<file path="src/rtl/lvds_sample_packer.sv">
`default_nettype none
//------------------------------------------------------------------------------
// Module   : lvds_sample_packer
// Purpose  : Packs strobed LVDS receiver samples into WORD_BYTES-wide words
//            with a byte-keep mask and end-of-frame flag, then buffers them
//            in a small valid/ready FIFO for the capture/readout logic.
// Options  : PACKER_MSB_FIRST_EN - when defined, the first sample of a word
//            lands in the top lane (keep bits mirror the lanes).
// Revision : 1.0 - initial release
//------------------------------------------------------------------------------
module lvds_sample_packer #(
  parameter int DATA_W     = 8,
  parameter int WORD_BYTES = 4,
  parameter int FIFO_DEPTH = 4
) (
  input  logic                         Clock,
  input  logic                         Reset_n,
  input  logic                         Enable,
  input  logic [DATA_W-1:0]            DataIN,
  input  logic                         StrobIN,
  output logic [DATA_W*WORD_BYTES-1:0] WordOUT,
  output logic [WORD_BYTES-1:0]        KeepOUT,
  output logic                         LastOUT,
  output logic                         ValidOUT,
  input  logic                         ReadyIN,
  output logic                         Overflow,
  input  logic                         ClearOvf,
  output logic                         Busy
);

  localparam int c_WORD_W = DATA_W * WORD_BYTES;
  localparam int c_LANE_W = (WORD_BYTES > 1) ? $clog2(WORD_BYTES) : 1;
  localparam int c_PTR_W  = $clog2(FIFO_DEPTH);
  localparam int c_CNT_W  = c_PTR_W + 1;

  localparam logic [c_LANE_W-1:0] c_LANE_LAST = c_LANE_W'(WORD_BYTES - 1);

  typedef enum logic [1:0] {
    S_IDLE    = 2'd0,
    S_ARMED   = 2'd1,
    S_CAPTURE = 2'd2
  } state_t;

  // Capture-side registers
  state_t                r_state, w_state_nxt;
  logic [c_LANE_W-1:0]   r_lane, w_lane_nxt;
  logic [c_WORD_W-1:0]   r_asm, w_asm_nxt;
  logic [WORD_BYTES-1:0] r_asm_keep, w_asm_keep_nxt;
  logic                  r_pend_vld, w_pend_vld_nxt;
  logic [c_WORD_W-1:0]   r_pend_word, w_pend_word_nxt;

  // Sample insertion into the word being assembled
  logic [c_LANE_W-1:0]   w_slot;
  logic [c_WORD_W-1:0]   w_ins_word;
  logic [WORD_BYTES-1:0] w_ins_keep;
  logic                  w_cap;

  // Push request toward the FIFO
  logic                  w_push;
  logic [c_WORD_W-1:0]   w_push_word;
  logic [WORD_BYTES-1:0] w_push_keep;
  logic                  w_push_last;

  // FIFO storage and control
  logic [c_WORD_W-1:0]   r_mem_word [FIFO_DEPTH];
  logic [WORD_BYTES-1:0] r_mem_keep [FIFO_DEPTH];
  logic                  r_mem_last [FIFO_DEPTH];
  logic [c_PTR_W-1:0]    r_wr_ptr, r_rd_ptr;
  logic [c_CNT_W-1:0]    r_count;
  logic                  r_ovf;
  logic                  w_nonempty, w_full, w_pop, w_accept, w_drop;

`ifdef PACKER_MSB_FIRST_EN
  assign w_slot = c_LANE_LAST - r_lane;
`else
  assign w_slot = r_lane;
`endif

  // Current word with DataIN dropped into the lane selected by the lane index
  always_comb begin
    w_ins_word = r_asm;
    w_ins_keep = r_asm_keep;
    for (int i = 0; i < WORD_BYTES; i++) begin
      if (w_slot == c_LANE_W'(i)) begin
        w_ins_word[i*DATA_W +: DATA_W] = DataIN;
        w_ins_keep[i]                  = 1'b1;
      end
    end
  end

  // Capture FSM next-state, lane assembly and FIFO push generation
  always_comb begin
    w_state_nxt     = r_state;
    w_lane_nxt      = r_lane;
    w_asm_nxt       = r_asm;
    w_asm_keep_nxt  = r_asm_keep;
    w_pend_vld_nxt  = r_pend_vld;
    w_pend_word_nxt = r_pend_word;
    w_cap           = 1'b0;
    w_push          = 1'b0;
    w_push_word     = '0;
    w_push_keep     = '0;
    w_push_last     = 1'b0;

    case (r_state)
      S_IDLE: begin
        // Only arm with the strobe low so a frame is never joined mid-way
        if (Enable && !StrobIN) begin
          w_state_nxt = S_ARMED;
        end
      end

      S_ARMED: begin
        if (!Enable) begin
          w_state_nxt = S_IDLE;
        end else if (StrobIN) begin
          w_cap       = 1'b1;
          w_state_nxt = S_CAPTURE;
        end
      end

      S_CAPTURE: begin
        if (Enable && StrobIN) begin
          // A full word waiting in pending leaves as soon as the next one starts
          if ((r_lane == '0) && r_pend_vld) begin
            w_push         = 1'b1;
            w_push_word    = r_pend_word;
            w_push_keep    = '1;
            w_push_last    = 1'b0;
            w_pend_vld_nxt = 1'b0;
          end
          w_cap = 1'b1;
        end else begin
          // Frame end (strobe low or capture disabled): flush whatever is held
          if (r_lane != '0) begin
            w_push      = 1'b1;
            w_push_word = r_asm;
            w_push_keep = r_asm_keep;
            w_push_last = 1'b1;
          end else if (r_pend_vld) begin
            w_push      = 1'b1;
            w_push_word = r_pend_word;
            w_push_keep = '1;
            w_push_last = 1'b1;
          end
          w_asm_nxt      = '0;
          w_asm_keep_nxt = '0;
          w_lane_nxt     = '0;
          w_pend_vld_nxt = 1'b0;
          w_state_nxt    = Enable ? S_ARMED : S_IDLE;
        end
      end

      default: begin
        w_state_nxt = S_IDLE;
      end
    endcase

    // Store the sample; a completed word moves to pending and the lanes restart
    if (w_cap) begin
      if (r_lane == c_LANE_LAST) begin
        w_pend_word_nxt = w_ins_word;
        w_pend_vld_nxt  = 1'b1;
        w_asm_nxt       = '0;
        w_asm_keep_nxt  = '0;
        w_lane_nxt      = '0;
      end else begin
        w_asm_nxt      = w_ins_word;
        w_asm_keep_nxt = w_ins_keep;
        w_lane_nxt     = r_lane + 1'b1;
      end
    end
  end

  // Capture state registers
  always_ff @(posedge Clock or negedge Reset_n) begin
    if (!Reset_n) begin
      r_state     <= S_IDLE;
      r_lane      <= '0;
      r_asm       <= '0;
      r_asm_keep  <= '0;
      r_pend_vld  <= 1'b0;
      r_pend_word <= '0;
    end else begin
      r_state     <= w_state_nxt;
      r_lane      <= w_lane_nxt;
      r_asm       <= w_asm_nxt;
      r_asm_keep  <= w_asm_keep_nxt;
      r_pend_vld  <= w_pend_vld_nxt;
      r_pend_word <= w_pend_word_nxt;
    end
  end

  assign w_nonempty = (r_count != '0);
  assign w_full     = (r_count == c_CNT_W'(FIFO_DEPTH));
  assign w_pop      = w_nonempty && ReadyIN;
  // A push into a full FIFO still fits when the head leaves in the same cycle
  assign w_accept   = w_push && (!w_full || w_pop);
  assign w_drop     = w_push && w_full && !w_pop;

  // FIFO storage; contents are only observed while the entry is counted
  always_ff @(posedge Clock) begin
    if (w_accept) begin
      r_mem_word[r_wr_ptr] <= w_push_word;
      r_mem_keep[r_wr_ptr] <= w_push_keep;
      r_mem_last[r_wr_ptr] <= w_push_last;
    end
  end

  // FIFO pointers, occupancy and sticky overflow flag
  always_ff @(posedge Clock or negedge Reset_n) begin
    if (!Reset_n) begin
      r_wr_ptr <= '0;
      r_rd_ptr <= '0;
      r_count  <= '0;
      r_ovf    <= 1'b0;
    end else begin
      if (w_accept) begin
        r_wr_ptr <= r_wr_ptr + 1'b1;
      end
      if (w_pop) begin
        r_rd_ptr <= r_rd_ptr + 1'b1;
      end
      if (w_accept && !w_pop) begin
        r_count <= r_count + 1'b1;
      end else if (!w_accept && w_pop) begin
        r_count <= r_count - 1'b1;
      end
      // A fresh drop outranks a clear in the same cycle
      if (w_drop) begin
        r_ovf <= 1'b1;
      end else if (ClearOvf) begin
        r_ovf <= 1'b0;
      end
    end
  end

  assign ValidOUT = w_nonempty;
  assign WordOUT  = w_nonempty ? r_mem_word[r_rd_ptr] : '0;
  assign KeepOUT  = w_nonempty ? r_mem_keep[r_rd_ptr] : '0;
  assign LastOUT  = w_nonempty ? r_mem_last[r_rd_ptr] : 1'b0;
  assign Overflow = r_ovf;
  assign Busy     = (r_state != S_IDLE) || w_nonempty;

endmodule
`default_nettype wire

</file>
<file path="config.mk">
export PLATFORM = sky130hd
export DESIGN_NAME = lvds_sample_packer
export DESIGN_NICKNAME = d
export VERILOG_FILES = /design/src/rtl/lvds_sample_packer.sv
export SDC_FILE = /design/constraint.sdc
export NUM_CORES = 1
export LEC_CHECK = 0
export CELL_PAD_IN_SITES_DETAIL_PLACEMENT = 1
export CELL_PAD_IN_SITES_GLOBAL_PLACEMENT = 1
export CORE_MARGIN = 4
export CORE_UTILIZATION = 45
export DETAILED_ROUTE_END_ITERATION = 8
export HOLD_SLACK_MARGIN = 0.05
export PLACE_DENSITY_LB_ADDON = 0.1
export REMOVE_ABC_BUFFERS = 1
export SYNTH_ARGS = -nofsm -noshare
export SYNTH_HDL_FRONTEND = slang
export SYNTH_SLANG_ARGS = --single-unit
</file>
<file path="constraint.sdc">
create_clock -name Clock -period 8 [get_ports Clock]
set_clock_uncertainty 0.05 [all_clocks]
set_input_delay 1.2 -clock Clock [delete_from_list [all_inputs] [get_ports Clock]]
set_output_delay 1.2 -clock Clock [all_outputs]
set_load 0.005 [all_outputs]
</file>
==> results by stage <==
Clock tree:
- The number of gates resized after CTS was 0.
- In this run, CTS created clock tree buffers numbering 24.
- The root buffer cell chosen for the clock tree is clkbuf_16.
- The hold-fix buffer count after cts is 0.
- The clock transition at the registers of the reported paths is 0.06 ns.
- The buffer depth of the longest clock path is 3.
- The number of setup buffers added after CTS is 0.
- CTS built an H-tree with a depth of 1.
- TritonCTS built the clock tree.
- The number of sinks handled by clock tree synthesis is 228.
- At the later pin of the worst-skew pair, clock insertion delay measures 0.51 ns.

Global routing:
- The first global-routing pass estimated 33300 um of wire.
- Entering global routing, the biggest net connects 81 pins.
- The via count of the first global-routing pass is 5759.
- The number of antenna violations at the first check in global routing is 0.
- The global-route usage over all layers is 17.8%.
- The global-route congestion overflow total is 0.

Logic synthesis:
- After synthesis the cells add up to 9540 um2.
- Summed over its instances, the top area cell type makes up 46.6% of the synthesized netlist area.
- Ranked by total cell area, the synthesized netlist is headed by edfxtp_1 (47%), dfrtp_1 (21%), mux4_2 (8.7%).
- After synthesis, the most frequently instantiated cells are edfxtp_1 (148), dfrtp_1 (80), a22o_1 (58).
- During synthesis, Yosys emitted a total of 0 warnings.
- The most common cell in the synthesized netlist is edfxtp_1.
- Synthesis inferred 228 register bits.
- The number of flops mapped to enable cells by yosys is 148.
- Summed over all instances, the cell type with the most area after synthesis is edfxtp_1.
- The post-synthesis async set-or-reset flop share is 35.1%.
- The most used flip-flop cell after synthesis is edfxtp_1.
- After synthesis, the mean cell area works out to 16.6 um2.
- The share of the Yosys chip area taken by registers is 67.6%.
- The cell count after synthesis came out at 575.
- The number of library cell types mapped by synthesis is 43.

STA:
- On the final layout, the worst hold slack is 0.444 ns.
- Counting I/O delays and the setup requirement, the final critical path takes 4.00 ns.
- The final hold violation count came to 0.
- The final worst-path cycle share is 50.0%.
- The highest clock frequency the design can meet is 250 MHz.
- Setup repair after global routing left no endpoint under its margin.
- Setup violations remaining at the end of the flow were counted as 0.
- The count of pins over their slew limit is 0.
- For the final routed database, the setup TNS stands at 0 ns.
- The worst slew margin relative to its limit is 22.1%.
- At the pin with the least slew margin, the transition time is 1.17 ns.

Worst setup path:
- On the critical path, the stage with the largest delay is an instance of mux4_2.
- The cell family contributing the most delay on the critical path is buffers and inverters.
- Walking the worst path, the cells encountered are buf_4 > mux4_2 > and2_1 > clkdlybuf4s50_1.
- The kind of launch point of the worst setup path is a register.
- For the worst setup path, the data required time is 6.75 ns.
- The worst register-to-register path has a setup slack of 4.76 ns.
- The path type of the worst setup path is register to primary output.
- The worst-path maximum fanout is 39.
- The number of buffers and inverters on the critical path is 2.
- The arrival time at the worst endpoint is 2.75 ns.
- The largest single stage delay on the critical path is 0.64 ns.
- The worst setup path is captured at a primary output.

Finish:
- The footprint of the flip-flops and latches is 6450 um2.
- In the final design database the tool counted 651 nets.
- Summing all multi-input logic gate instances after layout gives 2850 um2.
- The share of layout cells above drive strength 1 is 15.3%.
- The growth of design area from synthesis to finish is 15.5%.
- The finished layout cell area is 11000 um2.
- The filler cell count in the final layout is 1967.
- The antenna diode count is 0.

Routing:
- The DRC violation total after the first TritonRoute iteration is 436.
- The residual antenna-violating net count after detailed routing is 0.
- The post-detailed-route DRC marker count is 0.
- The count of TritonRoute iterations in the first routing pass is 4.
- The ratio of routed vias to standard cells is 5.75.
- The final layout contains routed wiring with a total length of 20700 um.
- The post-detailed-route wirelength per cell is 22.7 um.
- Across all layers, the routed design uses 5235 vias.

Floorplan:
- The die is 154 um tall.
- Row generation in the floorplan step produced 52 rows.
- The count of boundary I/O pins is 54.
- The floorplan step defined a core boundary enclosing 20600 um2.
- The effective utilization at floorplan is 46.4%.
- The die width is 154 um.
- The die covers 23600 um2.

Place:
- At the end of routability-driven placement, the weighted congestion stood at 0.740.
- The final HPWL from detailed placement is 12100 um.
- After detailed placement, the total cell area comes to 10200 um2.
- Port buffering added 53 buffers.

Hold path:
- The worst hold path class is register to register.

Power and ir drop:
- The worst-case IR drop observed on VDD is 0.219 mV.
- The static power due to leakage is 4.22 nW.
- The total design power is 3.40 mW.
- For this design the ratio of total power to cell area is 308 nW/um2.

Job:
- The max-capacitance violation count is 0.

Outcome:
- The flow ran to the end, and the final reports show no timing, DRC or antenna violations.
==> sequential cells by signal, indices dropped and copies added, names as in the netlist <==
name         cells
r_mem_keep      16
r_mem_last       4
r_asm_keep       3
r_pend_vld       1
r_wr_ptr         2
r_count          3
r_asm           32
Overflow         1
r_rd_ptr         2
r_pend_word     32
r_mem_word     128
r_state          2
r_lane           2
==> metrics by stage <==
stage	setup slack (ns)	utilization, %	cells
after detailed placement	4.12	49.9	867
after CTS	3.90	53.6	911
after global routing	3.79	53.6	911
after floorplan	4.34	-	537
after global placement	4.24	49.9	867
final	4.00	53.6	911
==> worst paths after layout <==
check,depth (start not counted),endpoint,start
worst max-delay path,4,KeepOUT[2],r_rd_ptr[0]
min in group asynchronous,1,r_rd_ptr[0],Reset_n
max in group asynchronous,1,r_rd_ptr[0],Reset_n
worst min-delay path,1,r_pend_vld,r_pend_vld
worst max register to register,4,r_mem_word[1][28],r_lane[0]
worst min register to register,1,r_pend_vld,r_pend_vld
==> cell type report <==
| cell class | count | share of cell area (%) |
|---|---|---|
| flip-flops and latches | 228 | 58.5 |
| multi-input cells | 300 | 25.9 |
| clock buffers | 38 | 6.48 |
| repair buffers | 60 | 5.27 |
| well taps | 270 | 3.07 |
| clock inverters | 6 | 0.488 |
| inverters | 9 | 0.307 |
==> layout by cell type, fill, tap and decap left out, types with 3 or more instances in the layout <==
cell,count
clkbuf_1,9
ha_1,13
mux2i_1,24
nand2_1,9
clkdlybuf4s50_1,52
edfxtp_1,148
o21a_1,3
clkbuf_16,25
dfrtp_1,79
mux2_4,4
mux4_2,37
a21o_1,4
and2_2,4
a21oi_1,49
clkinv_2,4
a31oi_1,3
buf_4,8
nor2_1,5
and2_1,38
and3b_1,3
a22o_1,58
o21ai_1,3
clkbuf_8,4
xnor2_1,4
nor2b_1,9
inv_1,9
o22ai_1,3
mux2_2,6
==> logic make-up (layout without fill, tap and decap cells) <==
family | after synthesis | after routing | synth area share (%)
flops | 228 | 228 | 67.6
compound gates | 131 | 131 | 9.72
simple gates | 78 | 78 | 4.98
mux | 71 | 71 | 12.6
buf+inv | 47 | 113 | 2.65
fa+ha+maj | 14 | 14 | 1.92
xor+xnor | 6 | 6 | 0.551
==> metal layers <==
metal	vias to the layer above	wire [um]	global-route usage (%)
met4	0	321	4.04
met1	2785	8970	24.8
li1	2315	-	-
met5	-	0	0
met3	23	844	2.39
met2	112	10500	30.2
==> report_power, final <==
group          total (mW)  switching (mW)  internal, mW
combinational       0.947           0.442         0.505
clock                1.08           0.433         0.642
sequential           1.37          0.0553          1.32
total                3.40           0.930          2.47
No activity file was read; power rests on OpenSTA's default activity.
==> patch: new RTL, same settings <==
The option `PACKER_MSB_FIRST_EN` is turned on by a define.
--- a/src/rtl/lvds_sample_packer.sv
+++ b/src/rtl/lvds_sample_packer.sv
@@ -8,6 +8,8 @@
 //            lands in the top lane (keep bits mirror the lanes).
 // Revision : 1.0 - initial release
 //------------------------------------------------------------------------------
+`define PACKER_MSB_FIRST_EN
+
 module lvds_sample_packer #(
   parameter int DATA_W     = 8,
   parameter int WORD_BYTES = 4,
Formal check against the unedited RTL: not equivalent (a bounded check fails within 4 cycles, from zero or initial values and one cycle with Reset_n low).
==> patch against the unedited design <==
Setup slack worse by 110 ps. Utilization is 0.52 points lower. Via count is 0.82% higher. Combinational power shrank 5.3%. Synthesized area up 0.94%. Die area grew 0.89%. Power up 2.2%. Sequential cell count increased by 1. Design area grew 1.3%. Wire length up 0.32%. Hold slack better by 7.6 ps. Critical path type unchanged. Critical endpoint is now WordOUT[17].
==> patch: results (changes against the unedited design) <==
Critical path:
- The terminus of the critical flop-to-flop path is r_mem_word[0][14].
- The setup slack on the worst flop-to-flop path is 4890 ps (+130 ps).
- The top fanout value on the critical path is 23 (-41%).

Drt:
- The mean routed wirelength per cell was 22.5 um (-0.77%).
- The number of iterations in the first detailed-routing pass is 4 (unchanged).
- The via count of the routed design was 5,278 (+0.82%).
- The number of design-rule violations left by the first detailed-router iteration is 320 (-27%).

Place:
- The post-place instance area was 10,300 sq um (+0.67%).
- The post-detailed-placement half-perimeter wirelength was 12.3 mm (+1.8%).
- The number of placed instances, taps included is 877 (+1.2%).
- The final RePlAce weighted congestion is 0.742 (+0.22%).

Synth:
- The adder-cell area share of the yosys netlist was 0.0190 (-0.000179).
- The synthesized area divided by synthesized cell count was 16.6 sq um (about the same).
- The unique cell type count in the Yosys netlist was 46 (+7.0%).
- The area fraction in compound gates after synthesis is 0.0977 (+0.000520).
- After synthesis, the cell types taking the most area are sky130_fd_sc_hd__edfxtp_1 (46%), sky130_fd_sc_hd__dfrtp_1 (21%), sky130_fd_sc_hd__mux4_2 (8.7%), sky130_fd_sc_hd__a22o_1 (5.3%), sky130_fd_sc_hd__a21oi_1 (2.5%).
- The part of the Yosys area used for sequential elements came to 0.672 (-0.00372).
- The parity-gate share of the synthesized area counting xor and xnor cells was 0.00546 (-0.0000516).
- The mux contribution to synthesized area is 0.125 (-0.00118).
- The share of synthesized flip-flops with an asynchronous set or reset came to 0.354 (+0.00283).
- After synthesis, the most frequently instantiated cells are sky130_fd_sc_hd__edfxtp_1 (148), sky130_fd_sc_hd__dfrtp_1 (81), sky130_fd_sc_hd__a22o_1 (58), sky130_fd_sc_hd__a21oi_1 (49), sky130_fd_sc_hd__and2_1 (39).

Global route:
- The largest net degree at the start of global routing is 82 (+1.2%).
- The first-pass GRT wire length is 33.6 mm (+0.83%).

Power and ir drop:
- The worst-case vdd ir drop is 269 uV (+23%).
- The static power due to leakage was 4.31 nW (+2.0%).
- The internal power summed over all cells is 2.55 mW (+3.2%).

Run status:
- The run finished with clean final reports.

Finish:
- The number of diodes added for antenna fixing is 0 (unchanged).
- The number of fill cells in the layout came to 1,943 (-1.2%).
- The share of final-layout standard cells stronger than drive strength 1 is 0.156 (+0.00346).
- The post-layout instance count excluding filler cells is 921 (+1.1%).

Hold path:
- The worst hold path terminates at r_asm[1].
- The start point of the worst min-delay path is r_asm[1].

STA:
- The worst-margin pin slew is 1150 ps (-17.0 ps).
## patch: final cells by class
class                      count  area [sq um]  share of cell area
tap                          275           344              0.0308
multi-input combinational    303          2880               0.258
sequential                   229          6470               0.580
clock inverter                17           205              0.0184
timing repair buffer          60           581              0.0520
inverter                      10          37.5             0.00336
clock buffer                  27           633              0.0567
## patch: kinds of logic after synthesis
kind of cell	count (synthesis)
adders and majority gates	14
DFF	229
and+or+nand+nor	80
muxes	71
buffers and inverters	49
AOI/OAI and AO/OA	132
xor gates and xnor gates	6
## patch: metrics by stage
| stage | utilization | setup slack (ps) | hold slack (ps) |
|---|---|---|---|
| after detailed placement | 0.491 | 4100 | 436 |
| after global placement | 0.491 | 4170 | 434 |
| final | 0.531 | 3890 | 452 |
| after floorplan | - | 4340 | 406 |
| after global routing | 0.531 | 3760 | 469 |
| after CTS | 0.531 | 3790 | 455 |
## patch: how the worst max path moves through the flow
stage,startpoint,to,slack (ps),depth (start not counted)
after global placement,Enable,r_pend_word[5],4170,6
after global routing,r_rd_ptr[1],WordOUT[24],3760,4
after detailed placement,Enable,r_pend_word[5],4100,6
final,r_rd_ptr[1],WordOUT[17],3890,4
after CTS,r_rd_ptr[1],WordOUT[17],3790,4
after floorplan,r_rd_ptr[0],KeepOUT[0],4340,2
## patch: metal layers
layer	part of all wire	wire length (um)	GRT usage
met1	0.44	9200	0.245
met2	0.50	10300	0.302
met3	0.035	725	0.0243
met4	0.023	471	0.0509
met5	0	0	0
## patch: power groups by stage
stage                     clock network, mW  logic [mW]  registers (mW)
after floorplan                           0       0.488            1.46
after global placement                    0       0.887            1.42
after detailed placement                  0       0.920            1.43
after CTS                              1.20       0.924            1.40
after global routing                   1.25       0.981            1.41
final                                  1.17       0.897            1.40
## patch: worst max-delay path, cell delays in order (launching register included)
cell	delay [ps]
sky130_fd_sc_hd__dfrtp_1	860
sky130_fd_sc_hd__buf_4	490
sky130_fd_sc_hd__mux4_2	380
sky130_fd_sc_hd__and2_1	170
sky130_fd_sc_hd__clkdlybuf4s50_1	440
